--- config.mk ---
export PLATFORM = sky130hd
export DESIGN_NAME = fetch_stage
export DESIGN_NICKNAME = d
export VERILOG_FILES = /design/src/rtl/fetch_pkg.sv /design/src/rtl/fetch_stage_if_id_reg.sv /design/src/rtl/fetch_stage.sv
export SDC_FILE = /design/constraint.sdc
export NUM_CORES = 1
export LEC_CHECK = 0
export ABC_AREA = 0
export ABC_CLOCK_PERIOD_IN_PS = 3200
export BUFFER_PORTS_ARGS = -buffer_cell sky130_fd_sc_hd__buf_2
export CORE_ASPECT_RATIO = 1.2
export CORE_MARGIN = 2
export CORE_UTILIZATION = 35
export DETAILED_ROUTE_END_ITERATION = 6
export MAX_ROUTING_LAYER = met4
export SYNTH_ARGS = -nofsm -noshare
export SYNTH_HDL_FRONTEND = slang
export SYNTH_SLANG_ARGS = --single-unit
--- constraint.sdc ---
create_clock -name clk -period 3.2 [get_ports clk]
set_input_delay 0.48 -clock clk [delete_from_list [all_inputs] [get_ports clk]]
set_output_delay 0.48 -clock clk [all_outputs]
set_load 0.02 [all_outputs]
--- src/rtl/fetch_pkg.sv ---
// ============================================================================
// Module      : fetch_pkg
// Description : Shared types and constants for the instruction-fetch stage
//               and the IF/ID pipeline register.
// Revision    : 1.0 - initial release
// ============================================================================
`default_nettype none

package fetch_pkg;

    localparam int unsigned     PKG_XLEN  = 32;
    localparam logic [31:0]     RESET_PC  = 32'h0000_0000;
    localparam logic [31:0]     NOP_INSTR = 32'h0000_0013;

    typedef enum logic [1:0] {
        REQ  = 2'd0,
        WAIT = 2'd1,
        HOLD = 2'd2
    } fetch_state_e;

    typedef struct packed {
        logic [PKG_XLEN-1:0] pc;
        logic [PKG_XLEN-1:0] pc4;
        logic [31:0]         instr;
        logic                valid;
    } if_id_t;

    // Squashed slot presented to decode after reset or a redirect.
    function automatic if_id_t if_id_bubble(input logic [31:0] nop);
        if_id_t b;
        b.pc    = '0;
        b.pc4   = PKG_XLEN'(4);
        b.instr = nop;
        b.valid = 1'b0;
        return b;
    endfunction

endpackage

`default_nettype wire

--- src/rtl/fetch_stage_if_id_reg.sv ---
// ============================================================================
// Module      : if_id_reg
// Description : IF/ID pipeline register with hold, clear and synchronous reset.
// Revision    : 1.0 - initial release
// ============================================================================
`default_nettype none

module if_id_reg #(
    parameter logic [31:0] NOP_INSTR = fetch_pkg::NOP_INSTR
) (
    input  logic              clk,
    input  logic              reset,
    input  logic              hold_i,
    input  logic              clear_i,
    input  logic              load_i,
    input  fetch_pkg::if_id_t d_i,
    output fetch_pkg::if_id_t q_o
);
    import fetch_pkg::*;

    if_id_t slot_q;

    // Clear outranks hold so a redirect squashes a stalled slot.
    // Without a new instruction the slot turns into a bubble.
    always_ff @(posedge clk) begin
        if (reset || clear_i) begin
            slot_q <= if_id_bubble(NOP_INSTR);
        end else if (!hold_i) begin
            if (load_i) begin
                slot_q <= d_i;
            end else begin
                slot_q.valid <= 1'b0;
            end
        end
    end

    assign q_o = slot_q;

endmodule

`default_nettype wire

--- src/rtl/fetch_stage.sv ---
// ============================================================================
// Module      : fetch_stage
// Description : Instruction-fetch front end: fetch PC, single-outstanding
//               imem handshake, one-entry skid buffer and IF/ID register.
// Revision    : 1.0 - initial release
// ============================================================================
`default_nettype none

module fetch_stage #(
    parameter int unsigned      XLEN      = fetch_pkg::PKG_XLEN,
    parameter logic [XLEN-1:0]  RESET_PC  = fetch_pkg::RESET_PC,
    parameter logic [31:0]      NOP_INSTR = fetch_pkg::NOP_INSTR
) (
    input  logic            clk,
    input  logic            reset,
    input  logic            stall,
    input  logic            flush,
    input  logic [XLEN-1:0] btarget_EX,
    output logic            imem_req,
    output logic [XLEN-1:0] imem_addr,
    input  logic            imem_ready,
    input  logic            imem_rvalid,
    input  logic [31:0]     imem_rdata,
    output logic [XLEN-1:0] pc_ID,
    output logic [XLEN-1:0] pc4_ID,
    output logic [31:0]     instr_ID,
    output logic            valid_ID
);
    import fetch_pkg::*;

    localparam logic [XLEN-1:0] PC_STEP = XLEN'(4);

    fetch_state_e    state_q, state_d;
    logic [XLEN-1:0] pc_f_q, pc_f_d;
    logic [XLEN-1:0] pc_inflight_q, pc_inflight_d;
    logic            drop_q, drop_d;
    logic            buf_valid_q, buf_valid_d;
    logic [XLEN-1:0] buf_pc_q, buf_pc_d;
    logic [31:0]     buf_instr_q, buf_instr_d;

    logic            req;
    logic            ifid_load;
    if_id_t          ifid_d;
    if_id_t          ifid_q;

    always_ff @(posedge clk) begin
        if (reset) begin
            state_q       <= REQ;
            pc_f_q        <= RESET_PC;
            pc_inflight_q <= RESET_PC;
            drop_q        <= 1'b0;
            buf_valid_q   <= 1'b0;
            buf_pc_q      <= '0;
            buf_instr_q   <= NOP_INSTR;
        end else begin
            state_q       <= state_d;
            pc_f_q        <= pc_f_d;
            pc_inflight_q <= pc_inflight_d;
            drop_q        <= drop_d;
            buf_valid_q   <= buf_valid_d;
            buf_pc_q      <= buf_pc_d;
            buf_instr_q   <= buf_instr_d;
        end
    end

    always_comb begin
        state_d       = state_q;
        pc_f_d        = pc_f_q;
        pc_inflight_d = pc_inflight_q;
        drop_d        = drop_q;
        buf_valid_d   = buf_valid_q;
        buf_pc_d      = buf_pc_q;
        buf_instr_d   = buf_instr_q;
        req           = 1'b0;
        ifid_load     = 1'b0;
        ifid_d.pc     = pc_inflight_q;
        ifid_d.pc4    = pc_inflight_q + PC_STEP;
        ifid_d.instr  = imem_rdata;
        ifid_d.valid  = 1'b1;

        case (state_q)
            REQ: begin
                // Prefetch continues under stall; only a redirect blocks it.
                req = !flush;
                if (req && imem_ready) begin
                    pc_inflight_d = pc_f_q;
                    pc_f_d        = pc_f_q + PC_STEP;
                    state_d       = WAIT;
                end
            end
            WAIT: begin
                // Issue the next fetch in the response cycle for 1 instr/cycle.
                req = imem_rvalid && !stall && !flush && !drop_q;
                if (imem_rvalid) begin
                    if (drop_q) begin
                        drop_d  = 1'b0;
                        state_d = REQ;
                    end else if (stall) begin
                        buf_valid_d = 1'b1;
                        buf_pc_d    = pc_inflight_q;
                        buf_instr_d = imem_rdata;
                        state_d     = HOLD;
                    end else begin
                        ifid_load = 1'b1;
                        if (req && imem_ready) begin
                            pc_inflight_d = pc_f_q;
                            pc_f_d        = pc_f_q + PC_STEP;
                        end else begin
                            state_d = REQ;
                        end
                    end
                end
            end
            HOLD: begin
                if (!stall) begin
                    if (buf_valid_q) begin
                        ifid_load    = 1'b1;
                        ifid_d.pc    = buf_pc_q;
                        ifid_d.pc4   = buf_pc_q + PC_STEP;
                        ifid_d.instr = buf_instr_q;
                    end
                    buf_valid_d = 1'b0;
                    state_d     = REQ;
                end
            end
            default: begin
                state_d = REQ;
            end
        endcase

        // Redirect overrides everything; an outstanding fetch must be dropped.
        if (flush) begin
            pc_f_d      = btarget_EX;
            buf_valid_d = 1'b0;
            ifid_load   = 1'b0;
            if (state_q == WAIT && !imem_rvalid) begin
                drop_d  = 1'b1;
                state_d = WAIT;
            end else begin
                drop_d  = 1'b0;
                state_d = REQ;
            end
        end
    end

    if_id_reg #(
        .NOP_INSTR (NOP_INSTR)
    ) u_if_id_reg (
        .clk     (clk),
        .reset   (reset),
        .hold_i  (stall),
        .clear_i (flush),
        .load_i  (ifid_load),
        .d_i     (ifid_d),
        .q_o     (ifid_q)
    );

    assign imem_req  = req;
    assign imem_addr = pc_f_q;
    assign pc_ID     = ifid_q.pc;
    assign pc4_ID    = ifid_q.pc4;
    assign instr_ID  = ifid_q.instr;
    assign valid_ID  = ifid_q.valid;

`ifndef SYNTHESIS
    logic post_rst_q;

    always_ff @(posedge clk) begin
        if (reset) begin
            post_rst_q <= 1'b1;
        end else if (req && imem_ready) begin
            post_rst_q <= 1'b0;
        end
    end

    always @(posedge clk) begin
        if (!reset) begin
            assert (!(imem_rvalid && state_q != WAIT && !post_rst_q))
                else $error("imem_rvalid without an outstanding request");
            assert (!(req && state_q == HOLD))
                else $error("imem_req asserted while holding");
        end
    end
`endif

endmodule

`default_nettype wire

# After elaboration in Yosys (flattened, before gate mapping)
# Cells that the tools add are included.
dict set report classes {
  n_addsub 3
  eq_ne 16
  mux 42
  bitwise 2
  n_reduce_logical 25
}
# op n
set op_table {}
lappend op_table {{$mux 32} 11}
lappend op_table {{$mux 96} 2}
lappend op_table {{$pmux 32 s2} 2}
lappend op_table {{$add 32x3->32 const B} 3}
lappend op_table {{$ne 3x3->1 const B} 6}
lappend op_table {{$mux 1} 16}
lappend op_table {{$mux 2} 7}
lappend op_table {{$ne 2x2->1 const B} 7}
lappend op_table {{$reduce_and 6->1} 2}
lappend op_table {{$reduce_and 4->1} 2}
lappend op_table {{$reduce_bool 2->1} 4}
lappend op_table {{$logic_and 1x1->1} 6}
lappend op_table {{$pmux 1 s2} 3}
lappend op_table {{$pmux 2 s3} 1}
lappend op_table {{$ne 5x5->1 const B} 1}
lappend op_table {{$reduce_and 5->1} 1}
lappend op_table {{$logic_not 1->1} 4}
lappend op_table {{$reduce_and 2->1} 2}
lappend op_table {{$reduce_bool 3->1} 1}
lappend op_table {{$eq 2x1->1 const B} 1}
lappend op_table {{$eq 2x2->1 const B} 1}
lappend op_table {{$logic_not 2->1} 1}
lappend op_table {{$not 1->1} 2}
lappend op_table {{$reduce_or 2->1} 1}
lappend op_table {{$logic_or 1x1->1} 1}
dict set report word_totals {
  ff_bits 229
  output_inout_bits 130
}

# Longest topological paths before layout
dict set report logic_depth {
  word_depth 11
  depth_mapped 10
  ltp_nobuf 7
}

# By module
# From an unflattened synthesis, not the netlist that was laid out.
dict set report unflattened {
  cells_unflattened 1522
  area_unflattened_um2 11011.8
}
# module n_inst cells_each area_each_um2
set modules_own_cells {}
lappend modules_own_cells {fetch_stage 1 1098 7648.6}
lappend modules_own_cells {if_id_reg 1 424 3363.2}

# Worst setup path after synthesis
# No wires, ideal clock.
dict set report synth_timing {
  path_kind {register -> register}
  start {register pc_f_q[2], in the netlist imem_addr[2]}
  end {register pc_f_q[24], in the netlist imem_addr[24]}
  setup_ps 91
  t_arrival_ps 2211
  t_required_ps 3109
  path_slack_ps 898
  stages_incl_launch_ff 8
  synth_period_minus_slack_ps 2302
  cell_sequence {dfxtp_1 > ha_1 > and4_1 > buf_4 > nand3_1 > or4b_4 > or3_1 > a311oi_1}
}
dict set report synth_between {
  elab_chain_cells 7
  word_cells_on_any_way 8
  classes_between {1 x add/sub; 7 x mux}
}
# item line
set synth_rtl {}
lappend synth_rtl {{from (decl)} fetch_stage.sv:34} ;# logic [XLEN-1:0] pc_f_q, pc_f_d;
lappend synth_rtl {{from (signal assigned)} fetch_stage.sv:57} ;# pc_f_q <= pc_f_d;
lappend synth_rtl {{$add 32x3->32 *} {fetch_stage.sv:87, fetch_stage.sv:107}}
lappend synth_rtl {{$mux 32} fetch_stage.sv:105} ;# if (req && imem_ready) begin
lappend synth_rtl {{$mux 32} fetch_stage.sv:98} ;# end else if (stall) begin
lappend synth_rtl {{$mux 32} fetch_stage.sv:95} ;# if (drop_q) begin
lappend synth_rtl {{$mux 32} fetch_stage.sv:94} ;# if (imem_rvalid) begin
lappend synth_rtl {{$pmux 32 s2 *} fetch_stage.sv:81} ;# case (state_q)
lappend synth_rtl {{$mux 32 *} fetch_stage.sv:132} ;# if (flush) begin
# Every way passes the cells marked *; elsewhere a longest branch is shown, timed or not. The select of a mux whose other input is x is not followed.
# A chain may end at the register's enable or synchronous reset.

# Final worst setup path
dict set report layout_timing {
  start {register state_q[1]}
  end {register pc_f_q[24], in the netlist imem_addr[24]}
}
dict set report layout_between {
  elab_chain_cells 3
  word_cells_on_any_way 11
  classes_between {6 x eq/ne; 2 x mux; 3 x reduce/logical}
}
# item line
set layout_rtl {}
lappend layout_rtl {{from (decl)} fetch_stage.sv:33} ;# fetch_state_e state_q, state_d;
lappend layout_rtl {{from (signal assigned)} fetch_stage.sv:56} ;# state_q <= state_d;
lappend layout_rtl {{$eq 2x1->1 or $logic_not 2->1 (tied branches)} fetch_stage.sv:81}
lappend layout_rtl {{$ne 3x3->1 (no source line) (tied with other cells)} -}
lappend layout_rtl {{$reduce_and 6->1 (no source line) or $mux 32 (tied branches)} -}
# Several ways; a longest one is shown, not always the timed one.

==> flow_summary.toml <==
[critical_path]
slowest_delay_ns = 0.52
r2r_cells = 7
cp.arrival_ns = 3.08
rrSetupSlack_ns = 0.56
critPathLaunch = "state_q[1]"
start_kind = "flip-flop"
cp-end-kind = "flip-flop"
r2r_start = "state_q[1]"
cp.required_ns = 3.64
r2r_end = "imem_addr[24]"
critPathSlowestCell = "or4b_4"
crit_type = "reg -> reg"
crit_chain = "inv_1 -> ha_1 -> and4bb_1 -> a21o_4 -> or4b_4 -> or3_1 -> a311oi_1"
critPathCapture = "imem_addr[24]"
cp_max_fo = 13

[floorplan]
num_rows = 69
die_area_um2 = 31700
num_io_pins = 200
die_w_um = 163
initial_core_util = 0.357
die_h_um = 195
core_area_um2 = 29700

[timing]
drv_slew = 0
max_freq_mhz = 379
slew_headroom = 0.224
setup_viol = 0
hold_violations = 0
worst_pin_slew_ns = 1.16
clock_skew_ns = 0.00969
tns_ns = 0
timing.final.crit_period_ns = 2.64
period_share = 0.824
grt_setup_unrepaired = "no"

[drt]
vias = 10100
wl_per_cell_um = 16.3
viasPerCell = 5.24
ant_nets = 0
wirelength_um = 31400
first_iter_violations = 744
remaining_drc_errors = 0
drtPass1Iterations = 5

[logic_synthesis]
synth_cells = 1386
synthFlopType = "dfxtp_1"
yosysUniqueCellTypes = 64
synth_area_per_cell_um2 = 7.65
ys_warn_count = 0
synth-seq-area-share = 0.429
ys_ff_latch = 227
synth_edf_count = 0
synth_nets = 1462
synthArstFlopShare = 0
synth_area_um2 = 10600

[cells_and_area]
drive_above_1_share = 0.180
utilization = 0.427
finalNetCount = 1593
instances_no_fill = 1927
seqCellArea_um2 = 4540
areaGrowthSynthToFinish_pct = 19.8
multi_input_area_um2 = 5540
fill_cells = 3091

[power]
p_comb_frac = 0.067
power-per-cell-area_nw_per_um2 = 508
clkPwrFrac = 0.473
p_seq_frac = 0.460
vdd_drop_max_v = 0.000354
switching_share = 0.242
p_leak_uw = 0.00458
intPower_uw = 4890
switchingPower_uw = 1560
total_power_uw = 6450

[placement]
numPortBuffers = 199
placed_cells = 1879
hpwlAfterDp_um = 21500
routabilityCongestion = 0.874

[clock_network]
tritoncts = "built"
cts_resized = 0
cts_max_level = 1
hold_buffers = 0
post_cts_buffers = 0
clkLatencyLatePin_ns = 0.53
cts_inserted_buffers = 26
clock_sinks = 227
cts-root-buf = "clkbuf_16"
clockBufferDepth = 3
clkSlewWorstSetupHoldPaths_ns = 0.06

[global_routing]
grt_pass1_wl_um = 50600
grt_use_total = 0.199
grt_max_degree = 129
grt_pass1_vias = 9142
grt-ovfl-total = 0
grt_antenna_before_repair = 1

[hold_path]
hold_path_class = "in -> reg"
hp-start = "imem_rdata[1]"

[status]
status = "finished clean"

[flow_run]
cap_violations = 0
==> cells in the final DEF, fill, tap and decap left out, types with 4 or more instances in the layout <==
cell / count
nand4_1: 24
clkbuf_16: 27
nand3_1: 33
inv_1: 15
nor2_1: 124
xor2_1: 21
o21a_1: 7
nor2b_1: 4
mux2i_1: 5
a31oi_1: 8
clkinv_2: 8
o31ai_1: 4
or4_1: 7
nor4_1: 14
xnor2_1: 29
and2_1: 6
or3_1: 11
nand2_1: 380
ha_1: 6
nor3_1: 23
o21ai_0: 33
buf_4: 17
o31a_1: 9
clkbuf_8: 7
buf_2: 198
a311oi_1: 67
and4_1: 10
a32o_1: 4
o21bai_1: 4
a21oi_1: 111
o211ai_1: 9
and3_1: 8
nand3b_1: 5
a211oi_1: 18
dfxtp_1: 227
==> power by group through the flow <==
stage,logic (µW),clock network (µW),registers (µW)
2_1_floorplan,253,0,3030
3_3_place_gp,426,0,3030
3_5_place_dp,430,0,3030
4_1_cts,432,3110,2970
5_1_grt,477,3240,2980
6_report,430,3050,2970
==> stage by stage <==
stage	instance area [µm²]	worst slack (ns)	hold WS, ns
after detailed placement	11800	0.575	0.437
after global placement	11800	0.666	0.431
after global routing	12700	0.369	0.194
final	12700	0.563	0.193
after floorplan	10600	0.898	0.437
after CTS	12700	0.554	0.173
==> how the worst min path moves through the flow <==
stage | endpoint | cells past startpoint
finish | buf_instr_q[1] | 3
global route | buf_instr_q[30] | 3
CTS | buf_instr_q[1] | 3
detailed placement | u_if_id_reg.q_o[35] | 2
global placement | u_if_id_reg.q_o[47] | 2
floorplan | buf_instr_q[10] | 2
==> synthesized netlist by cell type, types with 10 or more instances <==
cell type	n	share of area
inv_1	15	0.0053
a311oi_1	67	0.055
nand2_1	381	0.13
nor4_1	14	0.0083
a21oi_1	111	0.052
nor2_1	125	0.044
buf_2	14	0.0066
o21ai_0	33	0.016
dfxtp_1	227	0.43
xnor2_1	29	0.024
nand4_1	24	0.014
or3_1	11	0.0065
xor2_1	21	0.017
a211oi_1	18	0.013
nand3_1	33	0.016
nor3_1	23	0.011
and4_1	10	0.0083
clkbuf_1	87	0.031
==> cell families (layout without fill, tap and decap cells) <==
group	count (synthesis)	after routing	synth area share
compound gates	295	295	0.187
xor+xnor	50	50	0.0413
fa+ha+maj	6	6	0.00708
buf+inv	131	281	0.0502
flops	227	227	0.429
mux	7	7	0.00685
other cells	0	1	0
simple gates	670	670	0.279
==> layer usage <==
layer | GRT usage | vias to the layer above | part of all wire
met5 | - | - | 0
met2 | 0.302 | 338 | 0.44
met3 | 0.0314 | 49 | 0.069
met4 | 0.0547 | 0 | 0.024
met1 | 0.275 | 4605 | 0.47
li1 | - | 5107 | -
==> sequential cells by signal, indices dropped and copies added (netlist names) <==
register,count
buf_pc_q,32
pc_inflight_q,32
drop_q,1
buf_valid_q,1
u_if_id_reg.q_o,95
imem_addr,32
buf_instr_q,32
state_q,2
==> worst max-delay path, delay by kind of cell, from the launching register on <==
kind                       cells  cell delay, ns
and+or+nand+nor                3            1.33
AOI/OAI and AO/OA              2            0.50
DFF                            1            0.32
adders and majority gates      1            0.31
buffers and inverters          1            0.09
==> cell type report <==
cell class | count | area share
timing repair buffer | 218 | 0.0928
multi-input combinational | 1028 | 0.436
clock inverter | 10 | 0.00788
inverter | 16 | 0.00473
clock buffer | 37 | 0.0617
antenna | 1 | 0.000197
sequential | 227 | 0.358
tap | 390 | 0.0384
Note: power is estimated with default switching activity, not from simulation.
